<file path="src/rtl/nested_interrupt_controller.sv">
// Nested interrupt controller: latches edge/software requests, arbitrates by
// priority and tracks in-service handlers on a bounded stack for preemption.
module nested_interrupt_controller #(
    parameter int NUM_SRC    = 32,
    parameter int ID_W       = $clog2(NUM_SRC),
    parameter int PRIO_W     = 3,
    parameter int NEST_DEPTH = 4,
    parameter int DEPTH_W    = $clog2(NEST_DEPTH + 1)
) (
    input  logic                      clk,
    input  logic                      rst,
    input  logic [NUM_SRC-1:0]        flag_signals,
    input  logic [NUM_SRC-1:0]        flag_signals_sw,
    input  logic [NUM_SRC-1:0]        int_enable,
    input  logic [NUM_SRC*PRIO_W-1:0] prio_cfg,
    input  logic                      gie,
    input  logic                      ack_start,
    input  logic [ID_W-1:0]           ack_start_id,
    input  logic                      ack_end,
    input  logic [ID_W-1:0]           ack_end_id,
    output logic                      int_flag,
    output logic [ID_W-1:0]           int_ID,
    output logic [PRIO_W-1:0]         _priority,
    output logic [NUM_SRC-1:0]        pending,
    output logic [DEPTH_W-1:0]        active_depth,
    output logic                      ack_err
);

    localparam logic [DEPTH_W-1:0] MAX_DEPTH = DEPTH_W'(NEST_DEPTH);

    logic [NUM_SRC-1:0] prev_q;
    logic [NUM_SRC-1:0] pending_q;
    logic [NUM_SRC-1:0] pending_d;
    logic [NUM_SRC-1:0] set_hw;
    logic [NUM_SRC-1:0] clr;
    logic [NUM_SRC-1:0] cand;

    logic [ID_W-1:0]    stk_id_q   [NEST_DEPTH];
    logic [ID_W-1:0]    stk_id_d   [NEST_DEPTH];
    logic [PRIO_W-1:0]  stk_prio_q [NEST_DEPTH];
    logic [PRIO_W-1:0]  stk_prio_d [NEST_DEPTH];
    logic [DEPTH_W-1:0] depth_q;
    logic [DEPTH_W-1:0] depth_d;
    logic [DEPTH_W-1:0] depth_mid;

    logic               int_flag_q;
    logic               int_flag_d;
    logic [ID_W-1:0]    int_id_q;
    logic [ID_W-1:0]    int_id_d;
    logic [PRIO_W-1:0]  int_prio_q;
    logic [PRIO_W-1:0]  int_prio_d;
    logic               ack_err_q;
    logic               ack_err_d;

    logic [ID_W-1:0]    top_id;
    logic [PRIO_W-1:0]  top_prio;
    logic               win_found;
    logic [ID_W-1:0]    win_id;
    logic [PRIO_W-1:0]  win_prio;
    logic               start_pend;
    logic [PRIO_W-1:0]  start_prio;
    logic               end_ok;
    logic               start_ok;
    logic               beats_run;

    assign set_hw = flag_signals & ~prev_q;
    assign cand   = pending_q & int_enable;

    always_comb begin
        top_id   = '0;
        top_prio = '0;
        for (int k = 0; k < NEST_DEPTH; k++) begin
            if (DEPTH_W'(k + 1) == depth_q) begin
                top_id   = stk_id_q[k];
                top_prio = stk_prio_q[k];
            end
        end
    end

    // Upward scan with strict compare keeps the lowest index on ties.
    always_comb begin
        win_found = 1'b0;
        win_id    = '0;
        win_prio  = '0;
        for (int i = 0; i < NUM_SRC; i++) begin
            if (cand[i] &&
                (!win_found || prio_cfg[i*PRIO_W +: PRIO_W] > win_prio)) begin
                win_found = 1'b1;
                win_id    = ID_W'(i);
                win_prio  = prio_cfg[i*PRIO_W +: PRIO_W];
            end
        end
    end

    always_comb begin
        start_pend = 1'b0;
        start_prio = '0;
        for (int i = 0; i < NUM_SRC; i++) begin
            if (ID_W'(i) == ack_start_id) begin
                start_pend = pending_q[i];
                start_prio = prio_cfg[i*PRIO_W +: PRIO_W];
            end
        end
    end

    // The retire is resolved first so a same-cycle start sees the popped depth.
    assign end_ok    = ack_end && (depth_q != '0) && (top_id == ack_end_id);
    assign depth_mid = end_ok ? depth_q - DEPTH_W'(1) : depth_q;
    assign start_ok  = ack_start && start_pend && (depth_mid < MAX_DEPTH);
    assign ack_err_d = (ack_end && !end_ok) || (ack_start && !start_ok);

    always_comb begin
        clr = '0;
        for (int i = 0; i < NUM_SRC; i++) begin
            clr[i] = start_ok && (ID_W'(i) == ack_start_id);
        end
    end

    assign pending_d = (pending_q & ~clr) | set_hw | flag_signals_sw;

    always_comb begin
        stk_id_d   = stk_id_q;
        stk_prio_d = stk_prio_q;
        for (int k = 0; k < NEST_DEPTH; k++) begin
            if (start_ok && (DEPTH_W'(k) == depth_mid)) begin
                stk_id_d[k]   = ack_start_id;
                stk_prio_d[k] = start_prio;
            end
        end
    end

    assign depth_d = start_ok ? depth_mid + DEPTH_W'(1) : depth_mid;

    assign beats_run  = (depth_q == '0) || (win_prio > top_prio);
    assign int_flag_d = gie && win_found && beats_run && (depth_q < MAX_DEPTH);
    assign int_id_d   = int_flag_d ? win_id : int_id_q;
    assign int_prio_d = int_flag_d ? win_prio : int_prio_q;

    always_ff @(posedge clk) begin
        if (rst) begin
            prev_q     <= '0;
            pending_q  <= '0;
            depth_q    <= '0;
            int_flag_q <= 1'b0;
            int_id_q   <= '0;
            int_prio_q <= '0;
            ack_err_q  <= 1'b0;
            for (int k = 0; k < NEST_DEPTH; k++) begin
                stk_id_q[k]   <= '0;
                stk_prio_q[k] <= '0;
            end
        end else begin
            prev_q     <= flag_signals;
            pending_q  <= pending_d;
            depth_q    <= depth_d;
            int_flag_q <= int_flag_d;
            int_id_q   <= int_id_d;
            int_prio_q <= int_prio_d;
            ack_err_q  <= ack_err_d;
            stk_id_q   <= stk_id_d;
            stk_prio_q <= stk_prio_d;
        end
    end

    assign int_flag     = int_flag_q;
    assign int_ID       = int_id_q;
    assign _priority    = int_prio_q;
    assign pending      = pending_q;
    assign active_depth = depth_q;
    assign ack_err      = ack_err_q;

endmodule

</file>
<file path="config.mk">
export PLATFORM = sky130hd
export DESIGN_NAME = nested_interrupt_controller
export DESIGN_NICKNAME = d
export VERILOG_FILES = /design/src/rtl/nested_interrupt_controller.sv
export SDC_FILE = /design/constraint.sdc
export NUM_CORES = 1
export LEC_CHECK = 0
export ABC_AREA = 1
export CORE_AREA = 2 2 124 186
export CTS_CLUSTER_SIZE = 40
export DETAILED_ROUTE_END_ITERATION = 6
export DIE_AREA = 0 0 126 188
export PLACE_DENSITY = 0.69
export RECOVER_POWER = 50
export SLEW_MARGIN = 20
export SYNTH_ARGS = -nofsm -noshare
export SYNTH_HDL_FRONTEND = slang
export SYNTH_SLANG_ARGS = --single-unit
</file>
<file path="constraint.sdc">
create_clock -name clk -period 45.1 [get_ports clk]
set_clock_uncertainty 0.1 [all_clocks]
set_input_delay 9.02 -clock clk [delete_from_list [all_inputs] [get_ports clk]]
set_output_delay 9.02 -clock clk [all_outputs]
set_load 0.05 [all_outputs]
</file>
Yosys cells after proc, flatten, opt, wreduce, memory -nomap -nowiden
Index checks and enable logic that the tools add are counted.

Output and inout port bits: 45. Bits in read-only memories: 0. Bits of input ports: 207. Memory bits (writable): 0. Word-level logic and storage cells: 412. Bits in latches: 0. Register bits: 109. Memories kept: 0.

Reductions and logical operators: 146. Eq/ne operators: 39. Bitwise operators: 7. Multiply operators: 0. Divide/modulo/power cells: 0. Magnitude comparators: 34. Shift-type cells: 0. $add $sub $neg: 2. Muxes and demuxes: 169.

Operators with widths (number): 2-to-1 mux 3 bit (70); 2-to-1 mux 5 bit (34); AND 32 bit (3); > comparator 3 bit (32); equality test 5 bit (first input constant) (16); logical AND 1 bit (76); 2-to-1 mux 1 bit (65); inverter 32 bit (2); OR 32 bit (2); equality test 4 x 5 -> 1 bit (first input constant) (8); logical NOT 1 bit (33); logical OR 1 bit (33); equality test 3 x 5 -> 1 bit (first input constant) (4); equality test 2 x 3 -> 1 bit (first input constant) (4); equality test 2 x 5 -> 1 bit (first input constant) (2); equality test 1 x 3 -> 1 bit (first input constant) (2); logical NOT 3 bit (2); < comparator 3 bit (second input constant) (2); equality test 1 x 5 -> 1 bit (first input constant) (1); equality test 5 bit (1); logical NOT 5 bit (1); adder 3 x 1 -> 3 bit (second input constant) (1); equality test 3 bit (first input constant) (1); nonzero test 3 bit (1); subtractor 3 x 1 -> 3 bit (second input constant) (1).

Logic depth before layout (Yosys ltp)
Gate-level depths: netlist of run 1.

Word-level depth: 130. Depth in mapped cells: 313. Mapped depth without buffers: 313.

Worst setup path before layout of run 1
No wires, ideal clock.

Kind: input-to-reg. From: input port int_enable[0]. To: register int_id_q[4], in the netlist int_ID[4]. Slack: 3809 ps. Buffers on the path: 0. Arrival time: 41074 ps. Required time: 44883 ps. Cell stages on the path: 297. Cell sequence: nand2_2 -> nor2_1 -> inv_1 -> ha_1 -> a21oi_1 -> nand2_1 -> nand2_1 -> nand2_2 -> nand2_2 -> nand2_2 -> and2_1 -> ha_1 -> a21oi_1 -> o21ai_1 -> nand2_1 -> nand2_1 -> nand2_2 -> inv_1 -> (+261 left out) -> nand2_1 -> inv_1 -> nand2_1 -> nand2_1 -> ha_1 -> nand2_1 -> o21ai_0 -> nand2_1 -> a21oi_1 -> o21ai_0 -> inv_1 -> nand2_1 -> nor3_1 -> nand4_1 -> a21oi_1 -> nand2_1 -> o211ai_1 -> inv_1.

Cells in the longest elaborated chain, start to end: 130.

RTL lines: from (decl) (RTL line 14) `input logic [NUM_SRC-1:0] int_enable,`; AND 32 bit (*) (RTL line 67) `assign cand = pending_q & int_enable;`; 2-to-1 mux 3 bit or 2-to-1 mux 1 bit (tied branches) (RTL line 86) `if (cand[i] &&`; > comparator 3 bit or logical NOT 1 bit (tied branches) (RTL line 87) `(!win_found || prio_cfg[i*PRIO_W +: PRIO_W] > win_prio)) begin`; logical OR 1 bit (RTL line 87); logical AND 1 bit (RTL line 86); 2-to-1 mux 3 bit or 2-to-1 mux 1 bit (tied branches) (RTL line 86); > comparator 3 bit or logical NOT 1 bit (tied branches) (RTL line 87); logical OR 1 bit (RTL line 87); (+114 left out); > comparator 3 bit or logical NOT 1 bit (tied branches) (RTL line 87); logical OR 1 bit (RTL line 87); logical AND 1 bit (RTL line 86); 2-to-1 mux 3 bit (*) (RTL line 86); named net win_prio[2] (RTL line 59) `logic [PRIO_W-1:0] win_prio;`; > comparator 3 bit (*) (RTL line 134) `assign beats_run = (depth_q == '0) || (win_prio > top_prio);`; logical OR 1 bit (*) (RTL line 134); logical AND 1 bit (*) (2 in a row) (RTL line 135) `assign int_flag_d = gie && win_found && beats_run && (depth_q < MAX_DEPTH);`; to (signal assigned) (RTL line 157) `int_id_q <= int_id_d;`; to (decl) (RTL line 48) `logic [ID_W-1:0] int_id_q;`.

The timed path passes the listed nets; every way through them passes the cells marked *. A chain may end at the register's enable or synchronous reset.

Final worst setup path of run 1
Ends and elaborated chain as after synthesis.

==> run metrics, run 1 <==
syn_area_per_cell=6.09 sq um; Slew Limit Headroom=-53.7%; final core utilization=60.8%; Area Overhead vs Synth=38.5%; Ports=252; maximum vdd drop=0.0000235 V; final hold slack=0.357 ns; initial antenna violation count=0; final worst slack=2.92 ns; core footprint=0.0221 sq mm; CTS root buf=clkbuf_16; #FFs+latches synth=109; Setup-failing EPs final=0; Synth Instances=1,596; CTS H-tree lvls=3; outcome=complete, but fails checks; max capacitance violation total=1; DRC=0; nets@finish=2,157; Slew @ Worst Pin=2.31 ns; Crit Path Max Fanout=8; Clk pin slew, worst setup/hold paths=0.08 ns; Synth top area share=22.4%; Area contributors post-synth=dfxtp_1 22%, nand2_1 14%, ha_1 11%; DRT Wirelength=34,200 um; Placement Setup Slack=-1.32 ns; Final GP Congestion=0.960; ant diodes=0; CP Class=input pin to flip-flop; all-layer global routing usage=27.8%; worst-skew pair later-pin latency=0.38 ns; Final Hold Fails=0; vias in the first global route=11,200; P_leak=0.00681 uW; longest individual stage delay on the worst path=0.47 ns; Final period util=93.5%; FMAX=23.7 MHz; Post-Syn Area=0.00973 sq mm; violated checks=max-capacitance violations, max-slew violations; drt wl/cell=15.9 um; DR vias/cell=5.27; grt total ovfl=0; Bufs on Longest Clock Path=2; placed cells=2,105; min cycle time layout=42.18 ns; 1st-iter DRT viols=609; sequential fraction of the synthesis area=22.4%; crit end category=flip-flop; Die ar.=0.0237 sq mm; Post-Layout Cell Count=2,147; max-slew violation count=46; Hold Path Class=flip-flop to flip-flop; die height=188 um; number of synthesized flops with an enable pin=0; CP max-delay cell=clkdlybuf4s50_1; CTS Hold Bufs=0; ys flop type=dfxtp_1; CTS tree=built; post-synth cell types=41; Yosys warning total=0; Die Wd=126 um; Post-synth ARST share=0%; IO Port Bufs=251; HPWL after DPL=27,500 um; drt pass-1 iters=5; ANT nets after route=0; share of cells above drive strength 1=12.8%; most instantiated cells after synthesis=363 x nand2_1, 253 x inv_1, 208 x nor2_1; Initial Utilization=43.9%; TritonCTS buffer count=9; Pwr Density=47.7 mW/mm^2; Post-Syn Nets=1,886; cell repeated most along the worst path=nand2_1; FP Rows=67; biggest area consumer among synthesized cells=dfxtp_1; WP data arrival=42.35 ns; CP Launch Type=input pin; DR vias=11,300; overall power=642 uW; largest net degree at the start of global routing=46; clock sink total=109; first-pass GRT wire length=52,900 um; CP required=45.27 ns; most common cell in the netlist=nand2_1
-- flip-flops by register name, indices dropped and copies added (netlist names) --
signal        count
prev_q           32
ack_err           1
stk_id_q         20
active_depth      3
int_flag          1
_priority         3
int_ID            5
pending          32
stk_prio_q       12
-- layout by cell type, fill, tap and decap left out, types with 6 or more instances in the layout --
| cell type | instances |
|---|---|
| ha_4 | 8 |
| a21oi_2 | 6 |
| nor2_2 | 7 |
| nand3_1 | 69 |
| nand3_2 | 31 |
| clkbuf_16 | 9 |
| a21oi_1 | 100 |
| a221oi_1 | 10 |
| o21ai_1 | 57 |
| nand2_4 | 34 |
| clkdlybuf4s50_1 | 206 |
| o21a_1 | 6 |
| nor2_1 | 200 |
| a31oi_1 | 7 |
| buf_4 | 35 |
| ha_1 | 75 |
| o21ai_0 | 90 |
| o21ai_2 | 36 |
| dfxtp_1 | 109 |
| dlygate4sd3_1 | 44 |
| inv_1 | 249 |
| nand4_1 | 12 |
| nand2_1 | 353 |
| nand2_2 | 57 |
-- stage by stage --
step	cell area (sq um)	TNS, ns
finish	13500	0
global route	13500	-0.211
CTS	12900	0
detailed placement	12500	-7.85
global placement	12500	-0.196
floorplan	9730	0
-- routing by layer --
metal	vias to the layer above	GRT usage [%]	share of wire (%)
met1	5094	27.6	37
met3	115	4.37	5.0
met4	0	16.3	5.5
met5	-	0	0
met2	374	53.5	53
li1	5729	-	-
-- path summary, 6_finish.rpt --
path	from	endpoint	slack (ns)	depth (start not counted)
max	int_enable[0]	int_ID[4]	2.92	306
min	stk_prio_q[0]	stk_prio_q[0]	0.36	2
max reg2reg	pending[0]	int_ID[4]	11.60	305
min reg2reg	stk_prio_q[0]	stk_prio_q[0]	0.36	2
-- critical path: cells and delay by family --
kind	cells	cell delay [ns]
buf+inv	41	2.89
simple gates	153	12.88
fa+ha+maj	32	9.14
compound gates	80	8.27
-- report_power, final --
part	switching [uW]	total, uW	internal [uW]
registers	5.76	111	105
clock network	42.0	91.3	49.3
logic	263	440	177
-- kinds of logic after synthesis --
logic type / share of synthesized area, %
xor+xnor: 0.270
flops: 22.4
fa+ha+maj: 10.7
compound gates: 19.3
buf+inv: 11.0
simple gates: 36.4
-- timing repair --
item / CTS / global route
setup buffers: 0 / 27
pin swaps: 0 / 53
setup endpoints to repair: 9 / 9
resized for setup: 23 / 159
-- area by class of cell --
cell class	instances	area, sq um
Clock buffer	9	225
Multi-Input combinational cell	1206	6890
Fill cell	2181	8660
Clock inverter	6	96.3
Sequential cell	109	2180
Tap cell	276	345
Inverter	254	956
Timing Repair Buffer	287	2770
Note: power is estimated with default switching activity, not from simulation.
==> run 2, diff against run 1 <==
Clock period 45.1 ns to 46.9 ns, I/O delays scaled along.
==> run metrics, run 2 (synthesized netlist as in run 1, its figures left out) <==
FMAX=22.9 MHz; min cycle time layout=43.73 ns; P_int=291 uW (-12%); max capacitance violation total=0 (-1); Setup-failing EPs final=0 (unchanged); Worst R2R Setup Slack=12.20 ns (+0.60 ns); Final GP Congestion=0.949 (-1.2%); CTS H-tree lvls=3 (unchanged); vias in the first global route=11,200 (-0.089%); Area Overhead vs Synth=33.9%; commonest cells after routing, fill and taps aside=358 x nand2_1, 250 x inv_1, 206 x clkdlybuf4s50_1; Buf/Inv on CP=33 (-20%); Final Hold Fails=0 (unchanged); commonest non-fill, non-tap cell in the layout=nand2_1; Largest delay share family, worst path=simple AND/OR/NAND/NOR gates; Slew Limit Headroom=38.8% (+92 points); number of fill cells in the layout=2,245 (+2.9%); Slew @ Worst Pin=0.919 ns (-1.39 ns); CP Class=input pin to flip-flop; Crit Path Max Fanout=9 (+1); CP Launch Type=input pin; Clk pin slew, worst setup/hold paths=0.08 ns (about the same); Hold Path Class=flip-flop to flip-flop; Die Wd=126 um (unchanged); Logic pwr share=68.3% (-0.2 points); Ports=252 (unchanged); share of cells above drive strength 1=9.58% (-3.2 points); hold_sp=stk_id_q[1]; DRC=0 (unchanged); stages on the worst setup path=295 (-3.6%); core footprint=0.0221 sq mm (unchanged); drt wl/cell=15.9 um (-0.36%); FP Rows=67 (unchanged); Bufs on Longest Clock Path=2 (unchanged); Initial Utilization=43.9% (unchanged); grt total ovfl=0 (unchanged); worst-skew pair later-pin latency=0.37 ns (about the same); Die ar.=0.0237 sq mm (unchanged); crit end category=flip-flop; CP max-delay cell=clkdlybuf4s50_1; WP data arrival=43.89 ns (+1.54 ns); 1st-iter DRT viols=682 (+12%); largest net degree at the start of global routing=80 (+74%); CTS root buf=clkbuf_16; first-pass GRT wire length=52,700 um (-0.39%); final hold slack=0.355 ns (-0.00234 ns); Final period util=93.2%; IO Port Bufs=251 (unchanged); DR vias=11,200 (-1.1%); cell repeated most along the worst path=nand2_1; P_leak=0.00661 uW (-2.9%); initial antenna violation count=0 (unchanged); Placement Setup Slack=-0.650 ns (+0.667 ns); longest individual stage delay on the worst path=0.47 ns (about the same); Hold EP=stk_id_q[1]; WHS Path Cells=2 (unchanged); nets@finish=2,133 (-1.1%); ANT nets after route=0 (unchanged); clock sink total=109 (unchanged); RR Endpoint=int_ID[4]; maximum vdd drop=0.0000237 V (+1.0%); ant diodes=0 (unchanged); drt pass-1 iters=5 (unchanged); reg-to-reg startpoint=pending[0]; die height=188 um (unchanged); Sequential Power Share=18.5% (+1.2 points); sw power=287 uW (-7.9%); max-slew violation count=0 (-100%); CTS tree=built; outcome=finished, final reports clean; final worst slack=3.17 ns (+0.251 ns); HPWL after DPL=27,600 um (+0.16%); DR vias/cell=5.27 (about the same); clock share of power=13.2% (-1.0 points); switching share of power=49.6% (+1.2 points); Worst R2R Path Depth=294 (-3.6%); DRT Wirelength=33,700 um (-1.5%); all-layer global routing usage=27.6% (-0.20 points); Pwr Density=44.4 mW/mm^2 (-7.0%); CTS Hold Bufs=0 (unchanged); TritonCTS buffer count=9 (unchanged); CP required=47.07 ns (+1.80 ns)
==> run 2: cell types whose count changed in the layout (fill, tap and decap cells not counted), moves of 8 or more <==
cell     change
buf_4       -23
ha_1         +8
ha_4         -8
o21ai_0     +23
o21ai_1     -10
o21ai_2     -13
==> run 2: repair_timing <==
item | CTS | global route
endpoints found under the setup margin | 3 | 9
gates cloned | 0 | 0
pin swaps | 0 | 10
buffers inserted | 0 | 9
resized for setup | 7 | 110
==> run 2: metal layers <==
layer  wire length [um]  part of all wire [%]  vias to the layer above  global-route usage, %
li1                   -                     -                     5665                      -
met1              12400                    37                     5091                   28.1
met2              18300                    54                      351                   54.2
met3               1720                   5.1                       83                   4.79
met4               1260                   3.7                        0                   11.5
met5                  0                     0                        -                      0
==> run 2: worst max path at each step <==
| stage | slack [ns] | to | startpoint |
|---|---|---|---|
| floorplan | 5.25 | int_ID[4] | int_enable[0] |
| finish | 3.17 | int_ID[4] | int_enable[0] |
| detailed placement | -0.65 | int_ID[4] | int_enable[0] |
| global route | -0.35 | int_ID[4] | int_enable[0] |
| global placement | 0.72 | int_ID[4] | int_enable[0] |
| CTS | 0.04 | int_ID[4] | int_enable[0] |
==> run 2: stage by stage <==
step	std cells	TNS [ns]	power (uW)	utilization, %	cell area, sq um
after detailed placement	2099	-1.45	472	56.4	12500
after global routing	2123	-0.655	633	58.9	13000
after floorplan	1596	0	379	-	9730
final	2123	0	578	58.9	13000
after global placement	2099	0	460	56.4	12500
after CTS	2114	0	552	57.7	12800
==> run 2: layout make-up <==
cell class              count  area, sq um  area share (%)
repair buffers            263         2600            19.9
multi-input cells        1206         6670            51.2
clock inverters             4         32.5           0.250
inverters                 254          956            7.34
well taps                 276          345            2.65
flip-flops and latches    109         2180            16.8
clock buffers              11          243            1.86
==> run 2: tightest hold or removal path: cells and delay by family (launching register included) <==
family / cells / cell delay, ns
AO/OA/AOI/OAI: 1 / 0.05
buffers and inverters: 1 / 0.06
flip-flops: 1 / 0.30
==> run 2: power by group through the flow <==
stage | clock network, uW | registers, uW | logic [uW]
final | 76.5 | 107 | 395
after global placement | 0 | 109 | 351
after detailed placement | 0 | 109 | 363
after CTS | 78.8 | 107 | 367
after floorplan | 0 | 128 | 252
after global routing | 82.6 | 108 | 443
==> run 3, diff against run 2 <==
Settings changed: CTS_CLUSTER_SIZE 40 to 24.
==> results of run 3 <==
Final layout, timing and power as in run 2 (identical DEF).
==> edit 1, RTL diff (settings of run 3) <==
Set the parameter `NUM_SRC` to 16 (it was 32).
--- a/src/rtl/nested_interrupt_controller.sv
+++ b/src/rtl/nested_interrupt_controller.sv
@@ -1,7 +1,7 @@
 // Nested interrupt controller: latches edge/software requests, arbitrates by
 // priority and tracks in-service handlers on a bounded stack for preemption.
 module nested_interrupt_controller #(
-    parameter int NUM_SRC    = 32,
+    parameter int NUM_SRC    = 16,
     parameter int ID_W       = $clog2(NUM_SRC),
     parameter int PRIO_W     = 3,
     parameter int NEST_DEPTH = 4,
Interface: changed (8 resized); port bits go from 252 to 137. No check against the original RTL was run, so the function may have changed too.
==> edit 1 against run 3 <==
The flow now finishes with violations (max-capacitance violations, max-slew violations). Clock power is 5.6% higher. Final area is 42% lower. Sequential cell count is 37 lower. Highest routed layer unchanged. Routed wire length is 45% lower. Total power is 53% lower. Largest cell class unchanged. Die area stayed put. Worst setup slack better by 16 ns. Via count is 46% lower. Area after synthesis is 42% lower. Global-route usage is 12 points lower.
==> edit 1: results (changes against run 3) <==
[outcome]
status = finished, violations left
violations = max-capacitance violations, max-slew violations

[detailed_routing]
dr.pass1.iters = 4  ; -1
routed_wl_um = 18400  ; -45%
drtIter0Drc = 227  ; -67%
viasPerCell = 4.63  ; -12%

[worst_hold_path]
worstHoldPathCells = 2  ; unchanged
hp-class = reg2reg
min_to = stk_id_q[12]
min_from = stk_id_q[12]

[critical_path]
r2r_slack_ns = 27.84  ; +15.64 ns
cpPeakStageDelay_ns = 0.56  ; +0.09 ns
r2r-start = pending[0]
path_max_fanout = 11  ; +2
critPathLaunch = int_enable[0]
r2r_end = int_ID[3]
r2r_cells = 148  ; -50%
crit_slowest_cell = nor2_1

[timing]
fin_tns_setup_ns = 0  ; unchanged
worstMarginPinSlew_ns = 2.09  ; +1.18 ns
hold_slack_ns = 0.355  ; -0.0000370 ns
drv_slew = 42  ; +42

[flow_run]
cap_violations = 1  ; +1

[synth]
synth_nets = 1042  ; -45%
synth_commonest_cells = 191 x nand2_1, 133 x inv_1, 109 x nor2_1
synth_warnings = 0  ; unchanged
synth_fa_ha_area_share_pct = 11.4  ; +0.73 points
synth_compound_area_share_pct = 19.8  ; +0.48 points
async_flop_share_pct = 0  ; unchanged
synth_area_leaders = dfxtp_1 26%, nand2_1 13%, ha_1 11%, inv_1 8.9%, o21ai_0 8.1%
synth-xor-area-share_pct = 0.626  ; +0.36 points
seq_area_frac_synth_pct = 25.8  ; +3.3 points
muxShareOfSynthArea_pct = 0  ; unchanged
synth.distinct_cells = 32  ; -22%

[clock_network]
clock-root-buffer = clkbuf_16
cts_buffers = 9  ; unchanged
cts_resized = 0  ; -7
clockBufferDepth = 2  ; unchanged
htree_levels = 3  ; unchanged
postCtsSetupBuffers = 0  ; unchanged
clkLatencyLatePin_ns = 0.34  ; -0.03 ns
clkSlewWorstSetupHoldPaths_ns = 0.06  ; -0.02 ns

[layout]
fill_cells = 2432  ; +8.3%
fin_nets = 1177  ; -45%
drive_gt1_share_pct = 5.38  ; -4.2 points
diodes = 0  ; unchanged

[pwr]
peakVddDrop_uv = 17.8  ; -25%
switching_share_pct = 39.0  ; -11 points
p_leak_nw = 3.71  ; -44%

[placement]
dp_hpwl_um = 15300  ; -44%
gp_congestion = 0.871  ; -8.3%
portBuffers = 136  ; -46%

[global_routing]
grt_pass1_wl_um = 29400  ; -44%
grt.total_usage_pct = 15.6  ; -12 points
antenna_found_initial = 0  ; unchanged
grt_max_degree = 42  ; -48%

==> edit 1: stage by stage <==
step	setup WS, ns	instance area, sq um	instances	total power [mW]	utilization [%]
after global routing	16.08	7610	1298	0.292	34.4
after floorplan	21.61	5590	882	0.155	-
final	18.72	7610	1298	0.270	34.4
after global placement	18.93	7270	1282	0.189	32.8
after detailed placement	18.37	7270	1282	0.192	32.8
after CTS	18.74	7610	1298	0.274	34.4
==> edit 1: area by class of cell <==
class	count	area, sq um	area share [%]
timing repair buffer	139	1380	18.1
sequential	72	1440	18.9
multi-input combinational	660	3590	47.2
clock buffer	10	229	3.01
clock inverter	6	116	1.53
tap	276	345	4.54
inverter	135	507	6.66
==> edit 1: worst max-delay path: cells and delay by family <==
family                   cells  cell delay [ns]
AO/OA/AOI/OAI               31             4.54
adder cells (fa/ha/maj)     16             4.90
buffers and inverters       15             1.42
AND/OR/NAND/NOR             87             8.04
==> edit 1: power by group through the flow <==
stage,Clock (mW),Combinational [mW],Sequential [mW]
finish,0.0808,0.119,0.0699
global route,0.0857,0.136,0.0704
CTS,0.0828,0.121,0.0701
detailed placement,0,0.120,0.0714
global placement,0,0.118,0.0712
floorplan,0,0.0737,0.0813
==> edit 1: cell families (layout without fill, tap and decap cells) <==
| group | after synthesis | count (layout) |
|---|---|---|
| AO/OA/AOI/OAI | 204 | 204 |
| XOR/XNOR | 4 | 4 |
| adder cells (fa/ha/maj) | 51 | 51 |
| buffers and inverters | 150 | 290 |
| flip-flops | 72 | 72 |
| AND/OR/NAND/NOR | 401 | 401 |
==> edit 1: routing by layer <==
layer  routed length (um)  GRT usage [%]  part of all wire (%)  vias up
li1                     -              -                     -     3147
met1                 7110           16.8                    39     2655
met5                    0              0                     0        -
met4                  795           7.57                   4.3        0
met2                 9750           29.0                    53      155
met3                  706           2.60                   3.8       49
==> edit 1: worst max-delay path by stage <==
stage                         endpoint  slack (ns)  cells past startpoint
after CTS                    int_ID[3]       18.74                    150
after global routing         int_ID[3]       16.08                    147
after floorplan           _priority[0]       21.61                    149
after global placement       int_ID[3]       18.93                    148
final                        int_ID[3]       18.72                    149
after detailed placement     int_ID[3]       18.37                    148
==> edit 2, RTL diff (config.mk and constraints of run 3) <==
Made on the original files. Register the output `int_flag` once more, cleared by the reset; this adds one clock of latency there. The other outputs are not delayed to match.
--- a/src/rtl/nested_interrupt_controller.sv
+++ b/src/rtl/nested_interrupt_controller.sv
@@ -162,7 +162,13 @@
         end
     end
 
-    assign int_flag     = int_flag_q;
+    always_ff @(posedge clk) begin
+        if (rst) begin
+            int_flag <= '0;
+        end else begin
+            int_flag <= int_flag_q;
+        end
+    end
     assign int_ID       = int_id_q;
     assign _priority    = int_prio_q;
     assign pending      = pending_q;
Function: changed (a bounded check fails within 4 cycles, from zero or initial values and one cycle with rst high).
==> edit 2 against run 3 <==
The run now ends with max-capacitance violations, max-slew violations left. Final area increased by 0.90%. Sequential cell count increased by 1. Synthesized cell count increased by 1.3%. Cell count increased by 0.89%. Worst hold slack got worse by 0.049 ns. Combinational power decreased by 1%. Global-route usage increased by 0.47 points. Total power increased by 0.82%. Area after synthesis increased by 0.91%. Worst setup slack improved by 0.16 ns. Register-to-register slack improved by 0.15 ns. Routed wire length increased by 2.0%. First-iteration DRC count decreased by 30%. Critical path type unchanged. Critical endpoint unchanged. Largest power group unchanged.
==> edit 2: results (changes against run 3) <==
[placement]
dp_hpwl_um = 28100  ; +1.7%
gp_congestion = 0.978  ; +3.0%
place_area_sq_mm = 0.0126  ; +0.68%

[pwr]
power_switching_mw = 0.287  ; +0.17%
p_leak_nw = 6.54  ; -1.2%
power_frac_comb_pct = 67.0  ; -1.3 points
p_comb_mw = 0.390  ; -1%
peakVddDrop_uv = 21.9  ; -7.5%

[synth]
synth_nets = 1907  ; +1.1%
synth_area_leaders = dfxtp_1 22%, nand2_1 14%, ha_1 11%, inv_1 9.6%, o21ai_0 8.6%
seq_area_frac_synth_pct = 22.4  ; about the same
avgSynthCellArea_sq_um = 6.07  ; -0.40%
synth_seq_cells = 110  ; +0.92%
synth_commonest_cells = 361 x nand2_1, 250 x inv_1, 216 x nor2_1
synth-edff-count = 0  ; unchanged
synth.distinct_cells = 39  ; -4.9%
synth_warnings = 0  ; unchanged

[global_routing]
grt_pass1_wl_um = 53400  ; +1.3%
grt_max_degree = 59  ; -26%
grt.total_usage_pct = 28.1  ; +0.47 points

[layout]
fill_cells = 2206  ; -1.7%
multi_input_area_sq_mm = 0.00672  ; +0.81%
drive_gt1_share_pct = 9.32  ; -0.26 points
inv_count = 250  ; -1.6%
seqCellArea_sq_mm = 0.00220  ; +0.92%
final-clk-cell-share_pct = 2.41  ; +0.30 points
fin_nets = 2151  ; +0.84%
multi_input_comb_cells = 1225  ; +1.6%
buf_share_pct = 19.9  ; -0.045 points
n_all_buffers = 265  ; +0.76%
clockBufferCount = 9  ; -2
final_util_pct = 59.4  ; +0.53 points

[critical_path]
r2r_slack_ns = 12.35  ; +0.15 ns
cpPeakStageDelay_ns = 0.47  ; about the same
critPathTopFamily = simple AND/OR/NAND/NOR gates
r2r_end = int_ID[4]
r2r_cells = 304  ; +3.4%
cp.arrival_ns = 43.75  ; -0.14 ns
path_max_fanout = 8  ; -1

[timing]
drv_slew = 59  ; +59
hold_slack_ns = 0.306  ; -0.0489 ns
worstMarginPinSlew_ns = 2.78  ; +1.86 ns

[clock_network]
clkSlewWorstSetupHoldPaths_ns = 0.09
clock-root-buffer = clkbuf_16

[outcome]
status = finished, violations left
violations = max-capacitance violations, max-slew violations

[flow_run]
cap_violations = 1  ; +1

[detailed_routing]
drtIter0Drc = 479  ; -30%
routed_wl_um = 34300  ; +2.0%
via_count = 11300  ; +1.3%

[floorplanning]
dieWidth_um = 126  ; unchanged

[worst_hold_path]
min_to = int_flag
min_from = int_flag_q

-- edit 2: cells by family (layout without fill, tap and decap cells) --
group	count (synthesis)	after routing	synth area share, %
flip-flops	110	110	22.4
adder cells (fa/ha/maj)	83	83	10.6
AO/OA/AOI/OAI	326	326	18.2
buffers and inverters	282	531	10.8
XOR/XNOR	2	2	0.179
AND/OR/NAND/NOR	814	814	37.7
-- edit 2: layer usage --
metal	GRT usage, %	share of wire, %	vias up
met1	28.8	37	5149
met3	3.42	4.1	98
met4	12.6	4.4	0
met2	55.5	55	345
met5	0	0	-
li1	-	-	5744
-- edit 2: through the flow --
step	std cells	worst slack, ns
6_report	2142	3.33
5_1_grt	2142	-0.162
4_1_cts	2132	0.0227
3_5_place_dp	2116	-0.385
3_3_place_gp	2116	0.709
2_1_floorplan	1617	5.35
-- edit 2: timing repair --
item	CTS	global route
gates resized for setup	2	116
setup endpoints to repair	2	9
buffers inserted	0	10
pin swaps	0	19
